===== config.mk =====
export PLATFORM = sky130hd
export DESIGN_NAME = wash_sequencer_flat
export DESIGN_NICKNAME = d
export VERILOG_FILES = /design/src/rtl/wash_sequencer_if.sv /design/src/rtl/wash_sequencer.sv /design/src/flat_wrapper.sv
export SDC_FILE = /design/constraint.sdc
export NUM_CORES = 1
export LEC_CHECK = 0
export BUFFER_PORTS_ARGS = -buffer_cell sky130_fd_sc_hd__buf_2
export CAP_MARGIN = 30
export CORE_UTILIZATION = 52
export DETAILED_ROUTE_END_ITERATION = 8
export GPL_ROUTABILITY_DRIVEN = 0
export GPL_TIMING_DRIVEN = 1
export MAX_ROUTING_LAYER = met4
export PLACE_DENSITY = 0.84
export RECOVER_POWER = 25
export SKIP_CTS_REPAIR_TIMING = 1
export SKIP_LAST_GASP = 1
export SYNTH_ARGS = -nofsm -noshare
export SYNTH_HDL_FRONTEND = slang
export SYNTH_SLANG_ARGS = --single-unit

===== constraint.sdc =====
create_clock -name clk -period 4.05 [get_ports clk]
set_clock_uncertainty 0.2 [all_clocks]
set_input_delay 0.2025 -clock clk [delete_from_list [all_inputs] [get_ports clk]]
set_output_delay 0.2025 -clock clk [all_outputs]
set_load 0.005 [all_outputs]

===== src/rtl/wash_sequencer_if.sv =====
// Signal bundle between the wash programme sequencer and its environment
// (operator controls, door sensor, shared timer and actuators).
interface wash_sequencer_if;
  logic        start;
  logic        cancel;
  logic        door_closed;
  logic        timer_done;
  logic        timer_start;
  logic [31:0] timer_duration;
  logic        valve_in;
  logic        valve_out;
  logic        motor_wash;
  logic        motor_spin;
  logic        door_lock;
  logic        busy;
  logic        cycle_done;
  logic [2:0]  state;

  // Sequencer side: consumes requests and the timer pulse, drives everything else.
  modport slave (
    input  start, cancel, door_closed, timer_done,
    output timer_start, timer_duration, valve_in, valve_out,
           motor_wash, motor_spin, door_lock, busy, cycle_done, state
  );

  // Environment side: operator/sensor/timer drivers and output observers.
  modport master (
    output start, cancel, door_closed, timer_done,
    input  timer_start, timer_duration, valve_in, valve_out,
           motor_wash, motor_spin, door_lock, busy, cycle_done, state
  );
endinterface


===== src/rtl/wash_sequencer.sv =====
// Wash programme sequencer: walks FILL, WASH, DRAIN, RINSE/DRAIN loop, SPIN,
// loads one timer run per phase, drives actuators and the door lock, and
// falls back to a timed drain (ABORT) on cancel or door-open.
module wash_sequencer #(
  parameter logic [31:0] FILL_TIME  = 32'd100,
  parameter logic [31:0] WASH_TIME  = 32'd400,
  parameter logic [31:0] DRAIN_TIME = 32'd80,
  parameter logic [31:0] RINSE_TIME = 32'd200,
  parameter logic [31:0] SPIN_TIME  = 32'd300,
  parameter logic [3:0]  RINSES     = 4'd2
) (
  input  logic             clk,
  input  logic             reset,
  wash_sequencer_if.slave  bus
);

  typedef enum logic [2:0] {
    S_IDLE     = 3'd0,
    S_FILL     = 3'd1,
    S_WASH     = 3'd2,
    S_DRAIN    = 3'd3,
    S_RINSE    = 3'd4,
    S_SPIN     = 3'd5,
    S_COMPLETE = 3'd6,
    S_ABORT    = 3'd7
  } state_e;

  state_e      state_q, state_d;
  logic [3:0]  rinse_cnt_q, rinse_cnt_d;
  logic        armed_q, armed_d;
  logic        timer_start_q, timer_start_d;
  logic [31:0] timer_duration_q, timer_duration_d;
  logic        valve_in_q, valve_in_d;
  logic        valve_out_q, valve_out_d;
  logic        motor_wash_q, motor_wash_d;
  logic        motor_spin_q, motor_spin_d;
  logic        door_lock_q, door_lock_d;
  logic        busy_q, busy_d;
  logic        cycle_done_q, cycle_done_d;

  logic abort_req_s;
  logic phase_end_s;
  logic entry_s;

  // States that own a timer run.
  function automatic logic is_timed(input state_e s);
    case (s)
      S_FILL, S_WASH, S_DRAIN, S_RINSE, S_SPIN, S_ABORT: is_timed = 1'b1;
      default:                                           is_timed = 1'b0;
    endcase
  endfunction

  // Timer load value for each state; untimed states report zero.
  function automatic logic [31:0] phase_duration(input state_e s);
    case (s)
      S_FILL:  phase_duration = FILL_TIME;
      S_WASH:  phase_duration = WASH_TIME;
      S_DRAIN: phase_duration = DRAIN_TIME;
      S_ABORT: phase_duration = DRAIN_TIME;
      S_RINSE: phase_duration = RINSE_TIME;
      S_SPIN:  phase_duration = SPIN_TIME;
      default: phase_duration = 32'd0;
    endcase
  endfunction

  // Next-state logic: abort outranks a timer expiry; a done only counts once armed.
  always_comb begin
    state_d     = state_q;
    rinse_cnt_d = rinse_cnt_q;
    abort_req_s = bus.cancel | ~bus.door_closed;
    phase_end_s = bus.timer_done & armed_q;
    case (state_q)
      S_IDLE: begin
        if (bus.start && bus.door_closed) begin
          state_d     = S_FILL;
          rinse_cnt_d = 4'd0;
        end else begin
          state_d = S_IDLE;
        end
      end
      S_FILL: begin
        if (abort_req_s)      state_d = S_ABORT;
        else if (phase_end_s) state_d = S_WASH;
        else                  state_d = S_FILL;
      end
      S_WASH: begin
        if (abort_req_s)      state_d = S_ABORT;
        else if (phase_end_s) state_d = S_DRAIN;
        else                  state_d = S_WASH;
      end
      S_DRAIN: begin
        if (abort_req_s) begin
          state_d = S_ABORT;
        end else if (phase_end_s) begin
          if (rinse_cnt_q < RINSES) state_d = S_RINSE;
          else                      state_d = S_SPIN;
        end else begin
          state_d = S_DRAIN;
        end
      end
      S_RINSE: begin
        if (abort_req_s) begin
          state_d = S_ABORT;
        end else if (phase_end_s) begin
          state_d     = S_DRAIN;
          rinse_cnt_d = rinse_cnt_q + 4'd1;
        end else begin
          state_d = S_RINSE;
        end
      end
      S_SPIN: begin
        if (abort_req_s)      state_d = S_ABORT;
        else if (phase_end_s) state_d = S_COMPLETE;
        else                  state_d = S_SPIN;
      end
      S_COMPLETE: state_d = S_IDLE;
      S_ABORT: begin
        if (phase_end_s) state_d = S_IDLE;
        else             state_d = S_ABORT;
      end
      default: state_d = S_IDLE;
    endcase
  end

  // Output decode from the next state so every output is a flop aligned with state.
  always_comb begin
    entry_s          = (state_d != state_q);
    timer_start_d    = entry_s & is_timed(state_d);
    timer_duration_d = phase_duration(state_d);
    if (entry_s)            armed_d = 1'b0;
    else if (timer_start_q) armed_d = 1'b1;
    else                    armed_d = armed_q;
    valve_in_d   = 1'b0;
    valve_out_d  = 1'b0;
    motor_wash_d = 1'b0;
    motor_spin_d = 1'b0;
    case (state_d)
      S_FILL:  valve_in_d = 1'b1;
      S_WASH:  motor_wash_d = 1'b1;
      S_DRAIN: valve_out_d = 1'b1;
      S_ABORT: valve_out_d = 1'b1;
      S_RINSE: begin
        valve_in_d   = 1'b1;
        motor_wash_d = 1'b1;
      end
      S_SPIN: begin
        valve_out_d  = 1'b1;
        motor_spin_d = 1'b1;
      end
      default: valve_in_d = 1'b0;
    endcase
    door_lock_d  = (state_d != S_IDLE) && (state_d != S_COMPLETE);
    busy_d       = door_lock_d;
    cycle_done_d = (state_d == S_COMPLETE);
  end

  // State, counters and registered outputs; reset drops everything asynchronously.
  always_ff @(posedge clk or posedge reset) begin
    if (reset) begin
      state_q          <= S_IDLE;
      rinse_cnt_q      <= 4'd0;
      armed_q          <= 1'b0;
      timer_start_q    <= 1'b0;
      timer_duration_q <= 32'd0;
      valve_in_q       <= 1'b0;
      valve_out_q      <= 1'b0;
      motor_wash_q     <= 1'b0;
      motor_spin_q     <= 1'b0;
      door_lock_q      <= 1'b0;
      busy_q           <= 1'b0;
      cycle_done_q     <= 1'b0;
    end else begin
      state_q          <= state_d;
      rinse_cnt_q      <= rinse_cnt_d;
      armed_q          <= armed_d;
      timer_start_q    <= timer_start_d;
      timer_duration_q <= timer_duration_d;
      valve_in_q       <= valve_in_d;
      valve_out_q      <= valve_out_d;
      motor_wash_q     <= motor_wash_d;
      motor_spin_q     <= motor_spin_d;
      door_lock_q      <= door_lock_d;
      busy_q           <= busy_d;
      cycle_done_q     <= cycle_done_d;
    end
  end

  assign bus.state          = state_q;
  assign bus.timer_start    = timer_start_q;
  assign bus.timer_duration = timer_duration_q;
  assign bus.valve_in       = valve_in_q;
  assign bus.valve_out      = valve_out_q;
  assign bus.motor_wash     = motor_wash_q;
  assign bus.motor_spin     = motor_spin_q;
  assign bus.door_lock      = door_lock_q;
  assign bus.busy           = busy_q;
  assign bus.cycle_done     = cycle_done_q;

endmodule


===== src/flat_wrapper.sv =====
// flat-port wrapper written by rule: the top's interface ports become plain ports
module wash_sequencer_flat 
#(
  parameter logic [31:0] FILL_TIME  = 32'd100,
  parameter logic [31:0] WASH_TIME  = 32'd400,
  parameter logic [31:0] DRAIN_TIME = 32'd80,
  parameter logic [31:0] RINSE_TIME = 32'd200,
  parameter logic [31:0] SPIN_TIME  = 32'd300,
  parameter logic [3:0]  RINSES     = 4'd2
)
  (clk, reset, bus_start, bus_cancel, bus_door_closed, bus_timer_done, bus_timer_start, bus_timer_duration, bus_valve_in, bus_valve_out, bus_motor_wash, bus_motor_spin, bus_door_lock, bus_busy, bus_cycle_done, bus_state);
  wash_sequencer_if bus_i ();
  input  logic clk;
  input  logic reset;
  input wire logic [$bits(bus_i.start)-1:0] bus_start;
  input wire logic [$bits(bus_i.cancel)-1:0] bus_cancel;
  input wire logic [$bits(bus_i.door_closed)-1:0] bus_door_closed;
  input wire logic [$bits(bus_i.timer_done)-1:0] bus_timer_done;
  output wire logic [$bits(bus_i.timer_start)-1:0] bus_timer_start;
  output wire logic [$bits(bus_i.timer_duration)-1:0] bus_timer_duration;
  output wire logic [$bits(bus_i.valve_in)-1:0] bus_valve_in;
  output wire logic [$bits(bus_i.valve_out)-1:0] bus_valve_out;
  output wire logic [$bits(bus_i.motor_wash)-1:0] bus_motor_wash;
  output wire logic [$bits(bus_i.motor_spin)-1:0] bus_motor_spin;
  output wire logic [$bits(bus_i.door_lock)-1:0] bus_door_lock;
  output wire logic [$bits(bus_i.busy)-1:0] bus_busy;
  output wire logic [$bits(bus_i.cycle_done)-1:0] bus_cycle_done;
  output wire logic [$bits(bus_i.state)-1:0] bus_state;
  assign bus_i.start = bus_start;
  assign bus_i.cancel = bus_cancel;
  assign bus_i.door_closed = bus_door_closed;
  assign bus_i.timer_done = bus_timer_done;
  assign bus_timer_start = bus_i.timer_start;
  assign bus_timer_duration = bus_i.timer_duration;
  assign bus_valve_in = bus_i.valve_in;
  assign bus_valve_out = bus_i.valve_out;
  assign bus_motor_wash = bus_i.motor_wash;
  assign bus_motor_spin = bus_i.motor_spin;
  assign bus_door_lock = bus_i.door_lock;
  assign bus_busy = bus_i.busy;
  assign bus_cycle_done = bus_i.cycle_done;
  assign bus_state = bus_i.state;
  wash_sequencer #(.FILL_TIME(FILL_TIME), .WASH_TIME(WASH_TIME), .DRAIN_TIME(DRAIN_TIME), .RINSE_TIME(RINSE_TIME), .SPIN_TIME(SPIN_TIME), .RINSES(RINSES)) u_core (.clk(clk), .reset(reset), .bus(bus_i));
endmodule

== After elaboration in Yosys (flattened, before gate mapping) ==
Index checks and enable logic that the tools add are counted.
Storage, ports and cells
  bits in registers: 24
  input port bits: 6
  logic and storage cells: 74
Cells by class
  $add $sub $neg: 1
  magnitude comparators: 1
  eq/ne operators: 19
  mux-type cells: 26
  bitwise operators: 4
  reductions and logical operators: 12
Operators by type and width (number)
  $pmux 9 s5: 1
  $eq 3x3->1 const B: 8
  $mux 3: 8
  $pmux 3 s8: 1
  $eq 3x2->1 const B: 4
  $mux 4: 3
  $mux 1: 10
  $pmux 4 s2: 1
  $eq 3x1->1 const B: 2
  $reduce_or 2->1: 3
  $reduce_or 6->1: 1
  $add 4x1->4 const B: 1
  $lt 4x2->1 const B: 1
  $mux 2: 2
  $ne 2x1->1 const B: 2
  $reduce_and 4->1: 1
  $reduce_bool 2->1: 2
  $logic_not 3->1: 1
  $ne 3x3->1: 1
  $ne 3x3->1 const B: 1
  $reduce_bool 3->1: 1
  $reduce_or 3->1: 1
  $and 1x1->1: 2
  $logic_and 1x1->1: 2
  3 further kinds: 3

== Depth between registers and ports, before layout ==
  depth in word-level cells: 9
  mapped depth: 7
  gate-level depth less buffers: 5

== Worst setup path after synthesis ==
No wires, ideal clock.
  path kind: reg2reg
  start: register u_core.rinse_cnt_q[1]
  end: register u_core.valve_in_q, in the netlist u_core.bus.valve_in
  setup time: 79 ps
  arrival: 1389 ps
  data required time: 3771 ps
  slack: 2382 ps
  cell stages (with the launch flop): 7
  path buffers: 1
  period minus slack after synthesis: 1668 ps
  cells stage by stage: dfrtp_1 -> or3_4 -> nand3_2 -> o2111ai_2 -> nand2_2 -> buf_6 -> mux2i_1
Between the ends
  cells in the longest elaborated chain, start to end: 8
  elaborated cells between the ends (all ways): 9
  classes of those cells: order compare: 1; eq/ne: 2; mux: 5; reduce/logical: 1
Ends and longest elaborated chain
  start: declaration: line wash_sequencer.sv:29  | logic [3:0] rinse_cnt_q, rinse_cnt_d;
  start signal: assignment: line wash_sequencer.sv:174  | rinse_cnt_q <= rinse_cnt_d;
  $lt 4x2->1 *: line wash_sequencer.sv:95  | if (rinse_cnt_q < RINSES) state_d = S_RINSE;
  $mux 1 *: line wash_sequencer.sv:95
  $mux 3 *: line wash_sequencer.sv:94  | end else if (phase_end_s) begin
  $mux 3 *: line wash_sequencer.sv:92  | if (abort_req_s) begin
  $pmux 3 s8 *: line wash_sequencer.sv:72  | case (state_q)
  $eq 3x1->1 / $eq 3x3->1 (equally long branches): line wash_sequencer.sv:137  | case (state_d)
  $reduce_or 2->1 (no line) *
  $mux 1 *: line wash_sequencer.sv:137
  named net u_core.valve_in_d: line wash_sequencer.sv:33  | logic valve_in_q, valve_in_d;
  end signal: assignment: line wash_sequencer.sv:178  | valve_in_q <= valve_in_d;
  end: declaration: line wash_sequencer.sv:33
The timed path passes the listed nets; every way through them passes the cells marked *.
A chain may end at the register's enable or synchronous reset.

== Worst setup path after layout ==
  start: register u_core.state_q[1], in the netlist u_core.bus.state[1]
  end: register u_core.armed_q
Between the ends
  cells in the longest elaborated chain, start to end: 4
  elaborated cells between the ends (all ways): 12
  classes of those cells: eq/ne: 8; mux: 2; reduce/logical: 2
Ends and longest elaborated chain
  start: declaration: line wash_sequencer.sv:28  | state_e state_q, state_d;
  start signal: assignment: line wash_sequencer.sv:173  | state_q <= state_d;
  $eq 3x3->1, or another cell as far along: line wash_sequencer.sv:72
  $pmux 3 s8: line wash_sequencer.sv:72
  $ne 3x3->1 *: line wash_sequencer.sv:127  | entry_s = (state_d != state_q);
  $mux 1 / $reduce_bool 2->1 (equally long branches)
  end signal: assignment: line wash_sequencer.sv:175  | armed_q <= armed_d;
  end: declaration: line wash_sequencer.sv:30  | logic armed_q, armed_d;
Mark *: on every way between the ends. The rest lies on a longest branch, timed or not.

==> run metrics <==
status finished clean; PD cells 575 nW/um2; share of cells above drive strength 1 0.221; Die W 52.5 um; initial antenna violation count 0; Slew headroom 0.487; Req. time, crit path 4.06 ns; crit path cell chain nor2b_2, nand3_2, o2111ai_2, nand2_2, o221a_2; Sink Count 21; CTS tree built; vias in the first global route 831; IO Port Bufs 23; top cell type's share of synthesized area 0.397; Max-Cap Viols 0; LEAKAGE 0.667 nW; CTS max path bufs 2; total grt overflow 0; WP buf/inv 0; synthesized instance count 144; minimum clock period 2.01 ns; ANT cells 0; Root Driver clkbuf_4; largest net degree at the start of global routing 22; count of flip-flops with a built-in enable after synthesis 0; initial core utilization 0.576; Syn. warnings 0; CP peak stage delay 0.67 ns; # IOs 49; Remaining DRCs 0; ANT nets after route 0; fin area 1340 um2; Seq/Total Area, Yosys 0.397; critical path type reg2reg; row cnt 17; TritonCTS Buffers 3; Synth area leader dfrtp_1; commonest register cell after synthesis dfrtp_1; Final setup viols 0; Yosys reg bits 21; Worst path top cell family by delay flip-flops; RSZ-0062 raised after global routing false; Mapped Area 1320 um2; Clk Latency, worst-skew pair 0.31 ns; Fin. Hold Viols 0; Yosys cell types 41; global-route wire length before repair 3900 um; Tcrit/Tclk final 0.496; wire per inst 12.8 um; maximum vdd ir drop 0.339 mV; Vias/cell 5.18; Via Count 990; Max H-tree Level 1; Placed Area 1300 um2; Fmax achieved 0.498 GHz; Setup crit start kind flop; pins over their slew limit 0; r2r setup slk 2.04 ns; DR pass1 iterations 6; crit end category flop; DIE HEIGHT 52.5 um; initial DRC count 27; core footprint 2300 um2; asr flop ratio synth 1.00; most frequent cells in the layout 25 x conb_1, 21 x dfrtp_1, 18 x buf_2, 14 x nand2_1, 12 x a21oi_1; FILL cells 200; Worst EP arrival 2.02 ns; setup_tns 0 ns; Syn Area/Cell 9.19 um2; GRT Util Overall 0.204; commonest non-fill, non-tap cell in the layout conb_1; clock-pin transition on the worst setup and hold timing paths 0.12 ns; CP max FO 17; area grow syn2layout 0.851%; DP HPWL 1780 um; fin nets 171; worst-margin pin slew 0.769 ns; full die area 2750 um2; HP Class in2reg; top area cells in the synthesized netlist dfrtp_1 40%, buf_4 16%, a21oi_1 4.5%; Crit-path slowest cell dfrtp_1; Routed WL 2440 um
logic make-up (layout without fill, tap and decap cells):
| logic type | Yosys count | after routing | share of synthesized area |
|---|---|---|---|
| AOI/OAI and AO/OA | 33 | 33 | 0.172 |
| xor gates and xnor gates | 1 | 1 | 0.00662 |
| adders and majority gates | 1 | 1 | 0.00945 |
| buffers and inverters | 41 | 36 | 0.219 |
| DFF | 21 | 21 | 0.397 |
| muxes | 3 | 3 | 0.0227 |
| other | 1 | 25 | 0.00283 |
| and+or+nand+nor | 43 | 43 | 0.170 |
per-layer routing:
| layer | GRT usage | share of wire |
|---|---|---|
| met5 | - | 0 |
| met4 | 0.0833 | 0.020 |
| met3 | 0.0609 | 0.089 |
| met2 | 0.333 | 0.49 |
| met1 | 0.232 | 0.40 |
path summary, 6_finish.rpt:
path | from | to | cells after the start
setup / recovery | u_core.bus.state[1]$_DFF_PP0_ | u_core.armed_q$_DFFE_PP0P_ | 5
hold / removal | bus_cancel | u_core.bus.timer_duration[8]$_DFF_PP0_ | 3
setup reg to reg | u_core.bus.state[1]$_DFF_PP0_ | u_core.armed_q$_DFFE_PP0P_ | 5
hold reg to reg | u_core.rinse_cnt_q[0]$_DFFE_PP0P_ | u_core.rinse_cnt_q[0]$_DFFE_PP0P_ | 1
max in group asynchronous | reset | u_core.bus.timer_duration[8]$_DFF_PP0_ | 3
min in group asynchronous | reset | u_core.bus.state[0]$_DFF_PP0_ | 3
registers in the layout, summed over array words and instances, names as in the netlist:
name	count
u_core.armed_q	1
u_core.bus.cycle_done	1
u_core.bus.door_lock	1
u_core.bus.motor_spin	1
u_core.bus.motor_wash	1
u_core.bus.state	3
u_core.bus.timer_duration	6
u_core.bus.timer_start	1
u_core.bus.valve_in	1
u_core.bus.valve_out	1
u_core.rinse_cnt_q	4
tightest hold or removal path, cell delays in order:
cell and delay (ns):
buf_2 0.09, or2b_4 0.15, a21oi_1 0.05
cell type report:
cell class / count / area (um2) / share of cell area
well taps: 28 / 35.0 / 0.0262
clock buffers: 3 / 22.5 / 0.0169
repair buffers: 24 / 119 / 0.0890
clock inverters: 1 / 5.00 / 0.00375
flip-flops and latches: 21 / 526 / 0.394
inverters: 8 / 30.0 / 0.0225
multi-input cells: 106 / 598 / 0.448
cells in the mapped netlist (2+ instances only):
master   count
inv_1        7
nor2_1       8
nor2b_1      2
a22o_1       2
dfrtp_1     21
o21ai_0      6
a21oi_1     12
nand3_1      4
nor3_1       3
nand2_1     14
a21o_1       2
nand4_1      2
buf_6        4
buf_4       28
mux2i_1      3
metrics by stage:
stage          setup WS, ns  hold slack [ns]  power (W)  std cells  utilization
3_3_place_gp           2.14            0.163   0.000650        186        0.568
2_1_floorplan          2.38          -0.0210   0.000620        168            -
3_5_place_dp           2.08            0.181   0.000669        186        0.568
4_1_cts                2.06           -0.167   0.000771        190        0.580
5_1_grt                1.90           0.0269   0.000834        191        0.581
6_report               2.04           0.0206   0.000768        191        0.581
power breakdown:
group	internal [W]	leakage (nW)	switching, W
combinational	0.000139	0.391	0.000187
clock	0.0000369	0.0177	0.0000643
sequential	0.000268	0.258	0.0000727
(Power assumes the default switching activity.)
